**src/rtl/arith_pkg.sv**
```systemverilog
// Shared arithmetic-library definitions: sequencer state encoding and
// an elaboration-time log2 helper for sizing counters.
package arith_pkg;

    typedef enum logic [1:0] {
        IDLE = 2'd0,
        RUN  = 2'd1,
        DONE = 2'd2
    } serial_state_t;

    function automatic int unsigned clog2(input int unsigned n);
        int unsigned r;
        r = 0;
        for (int unsigned i = 0; i < 32; i++) begin
            if ((64'd1 << i) < 64'(n)) begin
                r = i + 1;
            end
        end
        return r;
    endfunction

endpackage

```
**src/rtl/full_adder.sv**
```systemverilog
// Single-bit full adder cell from the arithmetic library.
module full_adder (
    input  logic a,
    input  logic b,
    input  logic cin,
    output logic s,
    output logic cout
);

    assign s    = a ^ b ^ cin;
    assign cout = (a & b) | (cin & (a ^ b));

endmodule

```
**src/rtl/serial_adder.sv**
```systemverilog
// Bit-serial adder/subtractor: one full_adder cell time-shared over WIDTH
// cycles, with start/ready/done handshake and signed-overflow flag.
module serial_adder
    import arith_pkg::*;
#(
    parameter int unsigned WIDTH = 8
) (
    input  logic             clk,
    input  logic             rst,
    input  logic             start,
    output logic             ready,
    input  logic [WIDTH-1:0] a,
    input  logic [WIDTH-1:0] b,
    input  logic             cin,
    input  logic             sub,
    output logic [WIDTH-1:0] sum,
    output logic             cout,
    output logic             ovf,
    output logic             done
);

    localparam int unsigned     CW      = (clog2(WIDTH) < 1) ? 1 : clog2(WIDTH);
    localparam logic [CW-1:0]   BIT_PRE = CW'(WIDTH - 2);
    localparam logic [CW-1:0]   BIT_MSB = CW'(WIDTH - 1);

    serial_state_t    state_q, state_d;
    logic [WIDTH-1:0] a_sh_q, a_sh_d;
    logic [WIDTH-1:0] b_sh_q, b_sh_d;
    logic             carry_q, carry_d;
    logic [CW-1:0]    cnt_q, cnt_d;
    logic             c_msb_q, c_msb_d;
    logic [WIDTH-1:0] sum_q, sum_d;
    logic             cout_q, cout_d;
    logic             ovf_q, ovf_d;

    logic             fa_s;
    logic             fa_cout;

    full_adder fa0 (
        .a    (a_sh_q[0]),
        .b    (b_sh_q[0]),
        .cin  (carry_q),
        .s    (fa_s),
        .cout (fa_cout)
    );

    // The A shift register doubles as the internal result register: each sum
    // bit enters at the MSB as the consumed operand bit leaves at the LSB.
    always_comb begin
        state_d = state_q;
        a_sh_d  = a_sh_q;
        b_sh_d  = b_sh_q;
        carry_d = carry_q;
        cnt_d   = cnt_q;
        c_msb_d = c_msb_q;
        sum_d   = sum_q;
        cout_d  = cout_q;
        ovf_d   = ovf_q;

        case (state_q)
            IDLE: begin
                if (start) begin
                    state_d = RUN;
                    a_sh_d  = a;
                    b_sh_d  = b ^ {WIDTH{sub}};
                    carry_d = cin ^ sub;
                    cnt_d   = '0;
                end
            end
            RUN: begin
                a_sh_d  = {fa_s, a_sh_q[WIDTH-1:1]};
                b_sh_d  = {1'b0, b_sh_q[WIDTH-1:1]};
                carry_d = fa_cout;
                cnt_d   = cnt_q + CW'(1);
                if (cnt_q == BIT_PRE) begin
                    c_msb_d = fa_cout;
                end
                if (cnt_q == BIT_MSB) begin
                    state_d = DONE;
                    sum_d   = a_sh_d;
                    cout_d  = fa_cout;
                    ovf_d   = c_msb_q ^ fa_cout;
                end
            end
            DONE: begin
                state_d = IDLE;
            end
            default: begin
                state_d = IDLE;
            end
        endcase
    end

    always_ff @(posedge clk or posedge rst) begin
        if (rst) begin
            state_q <= IDLE;
            a_sh_q  <= '0;
            b_sh_q  <= '0;
            carry_q <= 1'b0;
            cnt_q   <= '0;
            c_msb_q <= 1'b0;
            sum_q   <= '0;
            cout_q  <= 1'b0;
            ovf_q   <= 1'b0;
        end else begin
            state_q <= state_d;
            a_sh_q  <= a_sh_d;
            b_sh_q  <= b_sh_d;
            carry_q <= carry_d;
            cnt_q   <= cnt_d;
            c_msb_q <= c_msb_d;
            sum_q   <= sum_d;
            cout_q  <= cout_d;
            ovf_q   <= ovf_d;
        end
    end

    assign ready = (state_q == IDLE);
    assign done  = (state_q == DONE);
    assign sum   = sum_q;
    assign cout  = cout_q;
    assign ovf   = ovf_q;

endmodule
```
**config.mk**
```make
export PLATFORM = sky130hd
export DESIGN_NAME = serial_adder
export DESIGN_NICKNAME = d
export VERILOG_FILES = /design/src/rtl/arith_pkg.sv /design/src/rtl/full_adder.sv /design/src/rtl/serial_adder.sv
export SDC_FILE = /design/constraint.sdc
export NUM_CORES = 1
export LEC_CHECK = 0
export ABC_CLOCK_PERIOD_IN_PS = 2130
export BUFFER_PORTS_ARGS = -buffer_cell sky130_fd_sc_hd__buf_4
export CAP_MARGIN = 30
export CORE_ASPECT_RATIO = 0.9
export CORE_MARGIN = 5
export CORE_UTILIZATION = 54
export CTS_BUF_LIST = sky130_fd_sc_hd__clkbuf_4 sky130_fd_sc_hd__clkbuf_8 sky130_fd_sc_hd__clkbuf_16
export DETAILED_ROUTE_END_ITERATION = 8
export PLACE_DENSITY = 0.78
export SLEW_MARGIN = 10
export SYNTH_ARGS = -nofsm -noshare
export SYNTH_HDL_FRONTEND = slang
export SYNTH_SLANG_ARGS = --single-unit
```
**constraint.sdc**
```tcl
create_clock -name clk -period 2.13 [get_ports clk]
set_input_delay 0.426 -clock clk [delete_from_list [all_inputs] [get_ports clk]]
set_output_delay 0.426 -clock clk [all_outputs]
set_load 0.005 [all_outputs]
```
### Yosys cells after proc, flatten, opt, wreduce, memory -nomap -nowiden

Cells that the tools add are included.

| storage, ports and cells | value |
|---|---|
| input port bits | 21 |
| output and inout port bits | 12 |
| register bits | 33 |

| operators by class | value |
|---|---|
| bitwise operators | 8 |
| reductions and logical operators | 6 |
| add/subtract/negate cells | 1 |
| mux-type cells | 11 |
| equality and inequality tests | 6 |

Operators by type and width:

| kind | count |
|---|---|
| one-hot mux 8 bit (2 select lines) | 2 |
| two-way mux 8 bit | 2 |
| AND reduction 2 bit | 4 |
| XOR 8 bit | 1 |
| equality test 3 bit, second input constant | 2 |
| one-hot mux 3 bit (2 select lines) | 1 |
| two-way mux 2 bit | 2 |
| inequality test 2 bit, second input constant | 2 |
| one-hot mux 2 bit (2 select lines) | 1 |
| XOR 1 bit | 4 |
| adder 3 x 1 -> 3 bit, second input constant | 1 |
| two-way mux 3 bit | 1 |
| AND 1 bit | 2 |
| equality test 2 x 1 -> 1 bit, second input constant | 1 |
| equality test 2 bit, second input constant | 1 |
| zero test 2 bit | 1 |
| one-hot mux 1 bit (2 select lines) | 1 |
| nonzero test 2 bit | 1 |
| two-way mux 1 bit | 1 |
| OR 1 bit | 1 |

### Logic depth before layout (Yosys ltp)

Gate-level depths: netlist (run 1).

| logic depth | value |
|---|---|
| word-level depth | 4 |
| mapped depth | 6 |
| gate-level depth less buffers | 5 |

### Hierarchy

Synthesis (run 1) repeated with hierarchy kept, for this count alone.

| second synthesis, totals | value |
|---|---|
| cell total of the unflattened synthesis | 135 |
| area, all modules | 1661.6 um^2 |

Modules (own cells, without submodules):

| module | area each (um^2) | instances | cells an instance |
|---|---|---|---|
| serial_adder | 1641.6 | 1 | 134 |
| full_adder | 20.0 | 1 | 1 |

### Worst setup path after synthesis (run 1)

Ideal clock, no wire load.

| timing path | value |
|---|---|
| path type | flip-flop to flip-flop |
| from | register cnt_q[0] |
| to | register cout_q (netlist: cout) |
| arrival | 1.424 ns |
| cell stages (with the launch flop) | 6 |
| path buffers | 1 |
| setup slack | 0.581 ns |
| period minus slack after synthesis | 1.549 ns |
| path through | dfrtp_1 ha_1 ha_1 nand3b_1 buf_2 mux2_2 |

| between the ends | value |
|---|---|
| longest elaborated chain between the ends | 2 |

RTL lines:

| element | line | source |
|---|---|---|
| start, declared | serial_adder.sv:30 | `logic [CW-1:0] cnt_q, cnt_d;` |
| start signal, assigned | serial_adder.sv:110 | `cnt_q <= cnt_d;` |
| equality test 3 bit | serial_adder.sv:78 | `if (cnt_q == BIT_MSB) begin` |
| AND reduction 2 bit (no source line) | n/a |  |
| end signal, assigned | serial_adder.sv:113 | `cout_q <= cout_d;` |
| end, declared | serial_adder.sv:33 | `logic cout_q, cout_d;` |

Every way passes these cells.
A chain may end at the register's enable or synchronous reset.

### Final worst setup path (run 1)

| timing path | value |
|---|---|
| from | register state_q[0] |
| to | output ready |

| between the ends | value |
|---|---|
| longest elaborated chain between the ends | 1 |

RTL lines:

| element | line | source |
|---|---|---|
| start, declared | serial_adder.sv:26 | `serial_state_t state_q, state_d;` |
| start signal, assigned | serial_adder.sv:106 | `state_q <= state_d;` |
| zero test 2 bit | serial_adder.sv:118 | `assign ready = (state_q == IDLE);` |
| end, declared | serial_adder.sv:11 | `output logic ready,` |

Every way passes these cells.

==> impl_metrics.tcl, run 1 <==
set metrics [dict create \
    drcViolationCount 0 \
    synth_cell_types 26 \
    grt_pass1_vias 1336 \
    worstPathArrival_ps 1480 \
    hp-class "in2async" \
    antenna_found_initial 0 \
    worstPathRequired_ps 1700 \
    via_per_inst 5.59 \
    num_rows 19 \
    cp_max_fo 17 \
    p_sw_frac 0.349 \
    cp-end-kind "primary output" \
    place_inst 217 \
    numCtsBuffers 5 \
    synth_top_family_by_area "compound AO/OA/AOI/OAI gates" \
    synth_compound_area_frac 0.202 \
    fmax_ghz 0.523 \
    layout_worst_path_cycle_share 0.897 \
    htree_levels 2 \
    maxCapViolCount 0 \
    fin_nets 207 \
    n_fill_cell 247 \
    cts_num_sinks 33 \
    synth_top_area_cell "dfrtp_1" \
    n_antenna_cell 0 \
    grt_max_degree 34 \
    cts_tree "yes" \
    final_max_slew_viol_count 0 \
    vias 1252 \
    setup_tns_ps 0 \
    crit_type "reg2out" \
    rsz0062_at_grt "no" \
    postCtsSetupRepairBufs 0 \
    drive_above_1_share 0.341 \
    drt-initial-drc-count 55 \
    mostFrequentLayoutCell "buf_4" \
    pwr-share-clk 0.150 \
    wl_per_cell_microns 16.2 \
    die-height_microns 62.8 \
    critPathSlowestCell "dfrtp_1" \
    grt_usage 0.190 \
    synth_seq_area_share 0.494 \
    crit_path_frequent_cell "buf_4" \
    synth_mux_area_frac 0.0674 \
    grt_pass1_wl_microns 6110 \
    yosys.area_share.adder 0.0345 \
    io_buffers 32 \
    max_slew_margin 0.646 \
    hold_buffers 0 \
    synth_seq_cells 33 \
    die_width_microns 68.6 \
    place_hpwl_microns 2560 \
    internal_power_mw 1.59 \
    startpoint_type "flop" \
    gp_congestion 0.865 \
    syn_area_sq_um 1670 \
    areaGrowthSynthToFinish_pct 19.0 \
    finalCriticalPeriod_ps 1910 \
    p_sw_uw 854 \
    cts_resized 0 \
    dieArea_sq_um 4310 \
    syn-num-nets 175 \
    cp_slowest_stage_delay_ps 690 \
    ir_drop_v 0.000757 \
    synth_top_area_frac 0.494 \
    fin_skew_ps 2.51 \
    synthTopCellsByArea "dfrtp_1 (49%), mux2_2 (6.7%), a221o_2 (4.7%)" \
    synthCells 150 \
    finalNonFillerCells 224 \
    hold_violations 0 \
    clk_latency_ps 340 \
    total_power_mw 2.44 \
    synth_xor_area_frac 0.0524 \
    leakage_nw 0.921 \
    synthSimpleGateAreaFrac 0.0764 \
    tightest_slew_ps 530 \
    finalWirelength_microns 3640 \
    cts.reportedPaths.clkPinSlew_ps 90 \
    grt_overflow 0 \
    final_cell_mix "buf_4 (38), dfrtp_1 (33), o21ai_0 (12)" \
    final-setup-viol-count 0 \
    start_util 0.553 \
    cp_cell_sequence "buf_4 -> nor2_1 -> buf_4" \
    core_sq_um 3020 \
    seq_power_share 0.464 \
    power_density_nw_per_um2 1230 \
    root_buffer "clkbuf_4" \
    ios 33 \
    avgSynthCellArea_sq_um 11.1 \
    yosys_warnings 0 \
    status "finished, final reports clean" \
    clockBufferDepth 2 \
    ant_nets 0 \
    p_comb_frac 0.386 \
    dr.pass1.iters 4 \
]
[routing by layer]
| layer | routed length (microns) | track usage | vias up |
|---|---|---|---|
| met5 | 0 | 0 | - |
| met4 | 58 | 0.0596 | 0 |
| met3 | 183 | 0.0719 | 10 |
| met2 | 1830 | 0.296 | 29 |
| met1 | 1570 | 0.240 | 615 |
| li1 | - | - | 598 |
[worst paths after layout]
check                      slack [ps]  startpoint  cells after the start        end
max                               220  state_q[0]                      3      ready
min                               160         rst                      3     sum[4]
max reg2reg                       520  state_q[0]                      3  b_sh_q[2]
min reg2reg                       510         ovf                      2        ovf
max in group asynchronous        1690         rst                      3     sum[0]
min in group clk                  360        a[3]                      3  a_sh_q[3]
[critical path: cells and delay by family (launching register included)]
kind          cells  cell delay, ps
flops             1             690
buf+inv           2             400
simple gates      1              50
[power by group through the flow]
stage / Combinational [mW] / Clock [mW] / Sequential, mW
5_1_grt: 1.06 / 0.406 / 1.17
2_1_floorplan: 0.677 / 0 / 1.06
3_5_place_dp: 0.943 / 0 / 1.14
6_report: 0.943 / 0.367 / 1.13
3_3_place_gp: 0.901 / 0 / 1.12
4_1_cts: 0.950 / 0.372 / 1.13
[area by class of cell]
| type | instances | area [sq um] | area share |
|---|---|---|---|
| flip-flops and latches | 33 | 826 | 0.416 |
| multi-input cells | 93 | 723 | 0.364 |
| repair buffers | 38 | 285 | 0.144 |
| clock buffers | 7 | 58.8 | 0.0296 |
| well taps | 42 | 52.6 | 0.0264 |
| inverters | 11 | 41.3 | 0.0208 |
[flip-flops by register name, indices dropped and copies added, names as in the netlist]
| signal | cells |
|---|---|
| sum | 8 |
| ovf | 1 |
| b_sh_q | 8 |
| state_q | 2 |
| carry_q | 1 |
| cnt_q | 3 |
| cout | 1 |
| a_sh_q | 8 |
| c_msb_q | 1 |
[kinds of logic (layout without fill, tap and decap cells)]
family,after synthesis,after routing
simple gates,22,22
fa+ha+maj,4,4
buf+inv,24,56
compound gates,47,47
mux,10,10
xor+xnor,10,10
flops,33,33
[synth_stat cells (all sizes together)]
master,instances
dfrtp,33
o21ai,12
inv,11
nor2b,11
a21oi,10
buf,10
mux2,10
xnor2,9
a221o,8
o32ai,8
a22oi,7
nand2,5
clkbuf,3
ha,3
a22o,1
and3b,1
fa,1
nand2b,1
nand3,1
nand3b,1
nor2,1
o21bai,1
or3b,1
xor2,1
[through the flow]
step | util | setup slack, ps | hold slack, ps | cell area [sq um]
after floorplan | - | 581 | 465 | 1670
after CTS | 0.658 | 235 | 173 | 1990
final | 0.658 | 219 | 159 | 1990
after global routing | 0.658 | 133 | 188 | 1990
after global placement | 0.639 | 594 | 480 | 1930
after detailed placement | 0.639 | 544 | 488 | 1930
Power figures use the tool's default switching activity.
==> run 2: changes to the inputs <==
Settings changed: CELL_PAD_IN_SITES_DETAIL_PLACEMENT set to 1, CELL_PAD_IN_SITES_GLOBAL_PLACEMENT set to 1, CORE_UTILIZATION 54 to 42, PLACE_DENSITY 0.78 to unset, PLACE_DENSITY_LB_ADDON set to 0.1.
==> run 2 against run 1 <==
Non-clock buffer count is 2 higher. Sequential share of layout area is 1.1 points lower. Largest power group unchanged. Critical endpoint is now done. Power is 5.6% higher. Largest cell class unchanged. Combinational power is 2.4% higher. Highest routed layer unchanged.
==> impl_metrics.tcl, run 2 (synthesis gave the netlist of run 1 again) <==
set metrics [dict create \
    status "finished, final reports clean" \
    cts.reportedPaths.clkPinSlew_ps 70 \
    place_ws_ps 539 \
    placed_area_sq_um 1950 \
    io_buffers 32 \
    cts_resized 0 \
    tightest_slew_ps 462 \
    startpoint_type "flop" \
    cp_max_fo 8 \
    maxCapViolCount 0 \
    place_hpwl_microns 2890 \
    fmax_ghz 0.615 \
    die-height_microns 69.8 \
    drt-initial-drc-count 67 \
    clk_latency_ps 280 \
    final_max_slew_viol_count 0 \
    n_antenna_cell 0 \
    setup_tns_ps 0 \
    crit_start "state_q[1]" \
    wl_met1_microns 1750 \
    drcViolationCount 0 \
    leakage_nw 0.946 \
    grt_pass1_vias 1349 \
    clockBufferDepth 2 \
    final_cell_mix "buf_4 (40), dfrtp_1 (33), o21ai_0 (12)" \
    areaGrowthSynthToFinish_pct 22.1 \
    antenna_found_initial 0 \
    grt_overflow 0 \
    via_per_inst 5.61 \
    die_width_microns 76.5 \
    layout_worst_path_cycle_share 0.764 \
    fin_area_sq_um 2040 \
    drive_above_1_share 0.351 \
    cp-end-kind "primary output" \
    worstPathRequired_ps 1700 \
    mostFrequentLayoutCell "buf_4" \
    hp-class "in2async" \
    ant_nets 0 \
    numCtsBuffers 5 \
    seq_area_sq_um 826 \
    multiInputGateArea_sq_um 723 \
    ir_drop_v 0.000581 \
    dieArea_sq_um 5340 \
    worstPathArrival_ps 1200 \
    rsz0062_at_grt "no" \
    r2r-start "cnt_q[0]" \
    max_slew_margin 0.692 \
    grt_max_degree 34 \
    finalCriticalPeriod_ps 1630 \
    dr.pass1.iters 4 \
    vias 1295 \
    critPathCapture "done" \
    fin_skew_ps 7.47 \
    start_util 0.441 \
    ios 33 \
    rr_worst_depth 5 \
    num_rows 21 \
    finalWirelength_microns 3940 \
    grt_usage 0.155 \
    dr.max_layer_used "met4" \
    grt_pass1_wl_microns 6700 \
    cts_tree "yes" \
    final-setup-viol-count 0 \
    wl_met2_microns 1940 \
    htree_levels 2 \
    crit_type "reg2out" \
    cts_num_sinks 33 \
    fin_nets 209 \
    postCtsSetupRepairBufs 0 \
    gp_congestion 0.724 \
    hold_violations 0 \
    n_fill_cell 423 \
    whs_ps 233 \
    hold_buffers 0 \
    core_sq_um 3780 \
    utilization 0.539 \
    rrSetupSlack_ps 550 \
    worstReg2RegEnd "sum[6]" \
    wl_per_cell_microns 17.0 \
    layout_setup_ws_ps 504 \
    met3_wirelength_microns 193 \
    root_buffer "clkbuf_8" \
    power_density_nw_per_um2 1270 \
]
[run 2: per-stage QoR]
step	power (mW)	instances
2_1_floorplan	1.73	150
3_3_place_gp	2.05	223
3_5_place_dp	2.12	223
4_1_cts	2.62	231
5_1_grt	2.79	231
6_report	2.58	231
[run 2: worst min-delay path by stage]
stage	from	to	slack (ps)	cells after the start
floorplan	b_sh_q[7]	b_sh_q[7]	470	2
global placement	ovf	ovf	470	2
detailed placement	sum[3]	sum[3]	500	1
CTS	rst	sum[1]	250	3
global route	rst	sum[1]	280	3
finish	rst	sum[1]	230	3
[run 2: worst max-delay path: stages, from the launching register on]
cell,delay [ps]
dfrtp_1,450
buf_4,200
nor2b_1,130
buf_4,150
[run 2: layer usage]
metal	global-route usage	up-vias
li1	-	602
met1	0.202	638
met2	0.249	44
met3	0.0429	11
met4	0.0466	0
met5	0	-
[run 2: power by group]
group          switching (mW)  internal (mW)  leakage, nW
clock                   0.220          0.270       0.0498
combinational           0.423          0.543        0.477
sequential              0.232          0.891        0.420
total                   0.876           1.70        0.946
[run 2: area by class of cell]
type,count,area share
flip-flops and latches,33,0.405
well taps,46,0.0282
multi-input cells,93,0.355
repair buffers,40,0.147
inverters,11,0.0202
clock buffers,8,0.0448
==> run 3: changes to the inputs <==
Settings changed: ABC_CLOCK_PERIOD_IN_PS 2130 to 1500.
Clock period 2.13 ns to 1.5 ns, I/O delays scaled along.
==> run 3 against run 2 <==
Via count grew 4.9%. Combinational power increased by 78%. Worst hold slack worse by 120 ps.
==> impl_metrics.tcl, run 3 (synthesis gave the netlist of run 1 again) <==
set metrics [dict create \
    total_power_mw 4.01 \
    seq_power_share 0.399 \
    root_buffer "clkbuf_8" \
    whs_ps 110 \
    drive_above_1_share 0.411 \
    worstPathArrival_ps 1650 \
    grt_usage 0.164 \
    io_buffers 32 \
    leakage_nw 1.05 \
    hold_violations 0 \
    die_width_microns 76.5 \
    fmax_ghz 0.671 \
    critPathSlowestCell "dfrtp_1" \
    pwr-share-clk 0.172 \
    ant_nets 0 \
    cp-end-kind "flop" \
    vias 1358 \
    p_sw_frac 0.339 \
    num_rows 21 \
    areaGrowthSynthToFinish_pct 32.2 \
    wl_per_cell_microns 17.9 \
    antenna_found_initial 0 \
    cp_cell_sequence "ha_2 -> ha_4 -> nand3b_1 -> buf_6 -> mux2_2" \
    clockBufferDepth 2 \
    dieArea_sq_um 5340 \
    via_per_inst 5.59 \
    cts_num_sinks 33 \
    mostFrequentLayoutCell "buf_4" \
    grt_max_degree 34 \
    n_antenna_cell 0 \
    htree_levels 2 \
    final-setup-viol-count 0 \
    r2r-start "cnt_q[1]" \
    met3_usage 0.0494 \
    crit_type "reg2reg" \
    grt_use_met1 0.221 \
    grt_use_met2 0.253 \
    worstReg2RegEnd "sum[0]" \
    power_density_nw_per_um2 1820 \
    rrSetupSlack_ps 9 \
    ios 33 \
    rsz0062_at_grt "yes" \
    cts.reportedPaths.clkPinSlew_ps 60 \
    tightest_slew_ps 425 \
    drt-initial-drc-count 47 \
    dr.pass1.iters 4 \
    finalWirelength_microns 4340 \
    maxCapViolCount 0 \
    cp_slowest_stage_delay_ps 390 \
    ir_drop_v 0.000903 \
    fin_skew_ps 5.70 \
    die-height_microns 69.8 \
    cts_tree "yes" \
    finalCriticalPeriod_ps 1490 \
    startpoint_type "flop" \
    status "finished, final reports clean" \
    p_sw_mw 1.36 \
    rr_worst_depth 5 \
    grt_pass1_wl_microns 7080 \
    setup_tns_ps 0 \
    hp-class "in2async" \
    gp_congestion 0.727 \
    grt_overflow 0 \
    grt.busiest_layer "met2" \
    max_slew_margin 0.716 \
    start_util 0.441 \
    final_max_slew_viol_count 0 \
    fin_nets 222 \
    layout_worst_path_cycle_share 0.994 \
    p_comb_frac 0.429 \
    clk_latency_ps 280 \
    place_hpwl_microns 2980 \
    core_sq_um 3780 \
    cp_max_fo 6 \
    n_fill_cell 429 \
    numCtsBuffers 5 \
    internal_power_mw 2.65 \
    final_cell_mix "buf_4 (49), dfrtp_1 (32), o21ai_0 (12)" \
    drcViolationCount 0 \
    grt_pass1_vias 1431 \
    worstPathRequired_ps 1660 \
]
[run 3: cell count changes in the layout (fill, tap and decap cells not counted), sizes merged]
cell	previous run	this run
clkbuf	8	7
buf	40	53
[run 3: metrics by stage]
stage | std cells | instance area (sq um) | worst slack, ps | util
final | 243 | 2210 | 9.03 | 0.584
after global routing | 243 | 2210 | -41.4 | 0.584
after CTS | 239 | 2130 | 2.44 | 0.563
after detailed placement | 230 | 2010 | -10.5 | 0.532
after global placement | 230 | 2010 | 45.7 | 0.532
after floorplan | 150 | 1680 | 9.64 | -
[run 3: routing by layer]
metal / part of all wire / vias to the layer above
li1: - / 630
met1: 0.47 / 698
met2: 0.48 / 25
met3: 0.040 / 5
met4: 0.0078 / 0
met5: 0 / -
[run 3: power groups by stage]
stage                     sequential (mW)  clock, mW  combinational (mW)
after floorplan                      1.50          0               0.969
after global placement               1.56          0                1.46
after detailed placement             1.59          0                1.51
after CTS                            1.57      0.708                1.58
after global routing                 1.65      0.742                1.91
final                                1.60      0.689                1.72
[run 3: timing repair]
action | 4_1_cts | 5_1_grt
resized for setup | 4 | 12
pin swaps | 1 | 1
cloned | 0 | 0
hold buffers | 0 | 0
buffers inserted | 2 | 4
endpoints found under the setup margin | 10 | 11
[run 3: critical path: cells and delay by family (launching register included)]
kind                     cells  cell delay (ps)
multiplexers                 1              330
flip-flops                   1              390
buffers and inverters        1              150
AND/OR/NAND/NOR              1              140
adder cells (fa/ha/maj)      2              360
[run 3: final cells by class]
class	count	area [sq um]	share of cell area
clock buffer	7	90.1	0.0408
inverter	11	41.3	0.0187
multi-input combinational	93	767	0.347
sequential	33	827	0.375
tap	46	57.6	0.0261
timing repair buffer	53	425	0.193
[run 3: how the worst max path moves through the flow]
stage,from,cells past startpoint,end
floorplan,cnt_q[0],5,cout
global placement,cnt_q[1],5,sum[4]
detailed placement,cnt_q[1],5,sum[2]
CTS,state_q[1],3,done
global route,cnt_q[1],5,sum[3]
finish,cnt_q[1],5,sum[0]
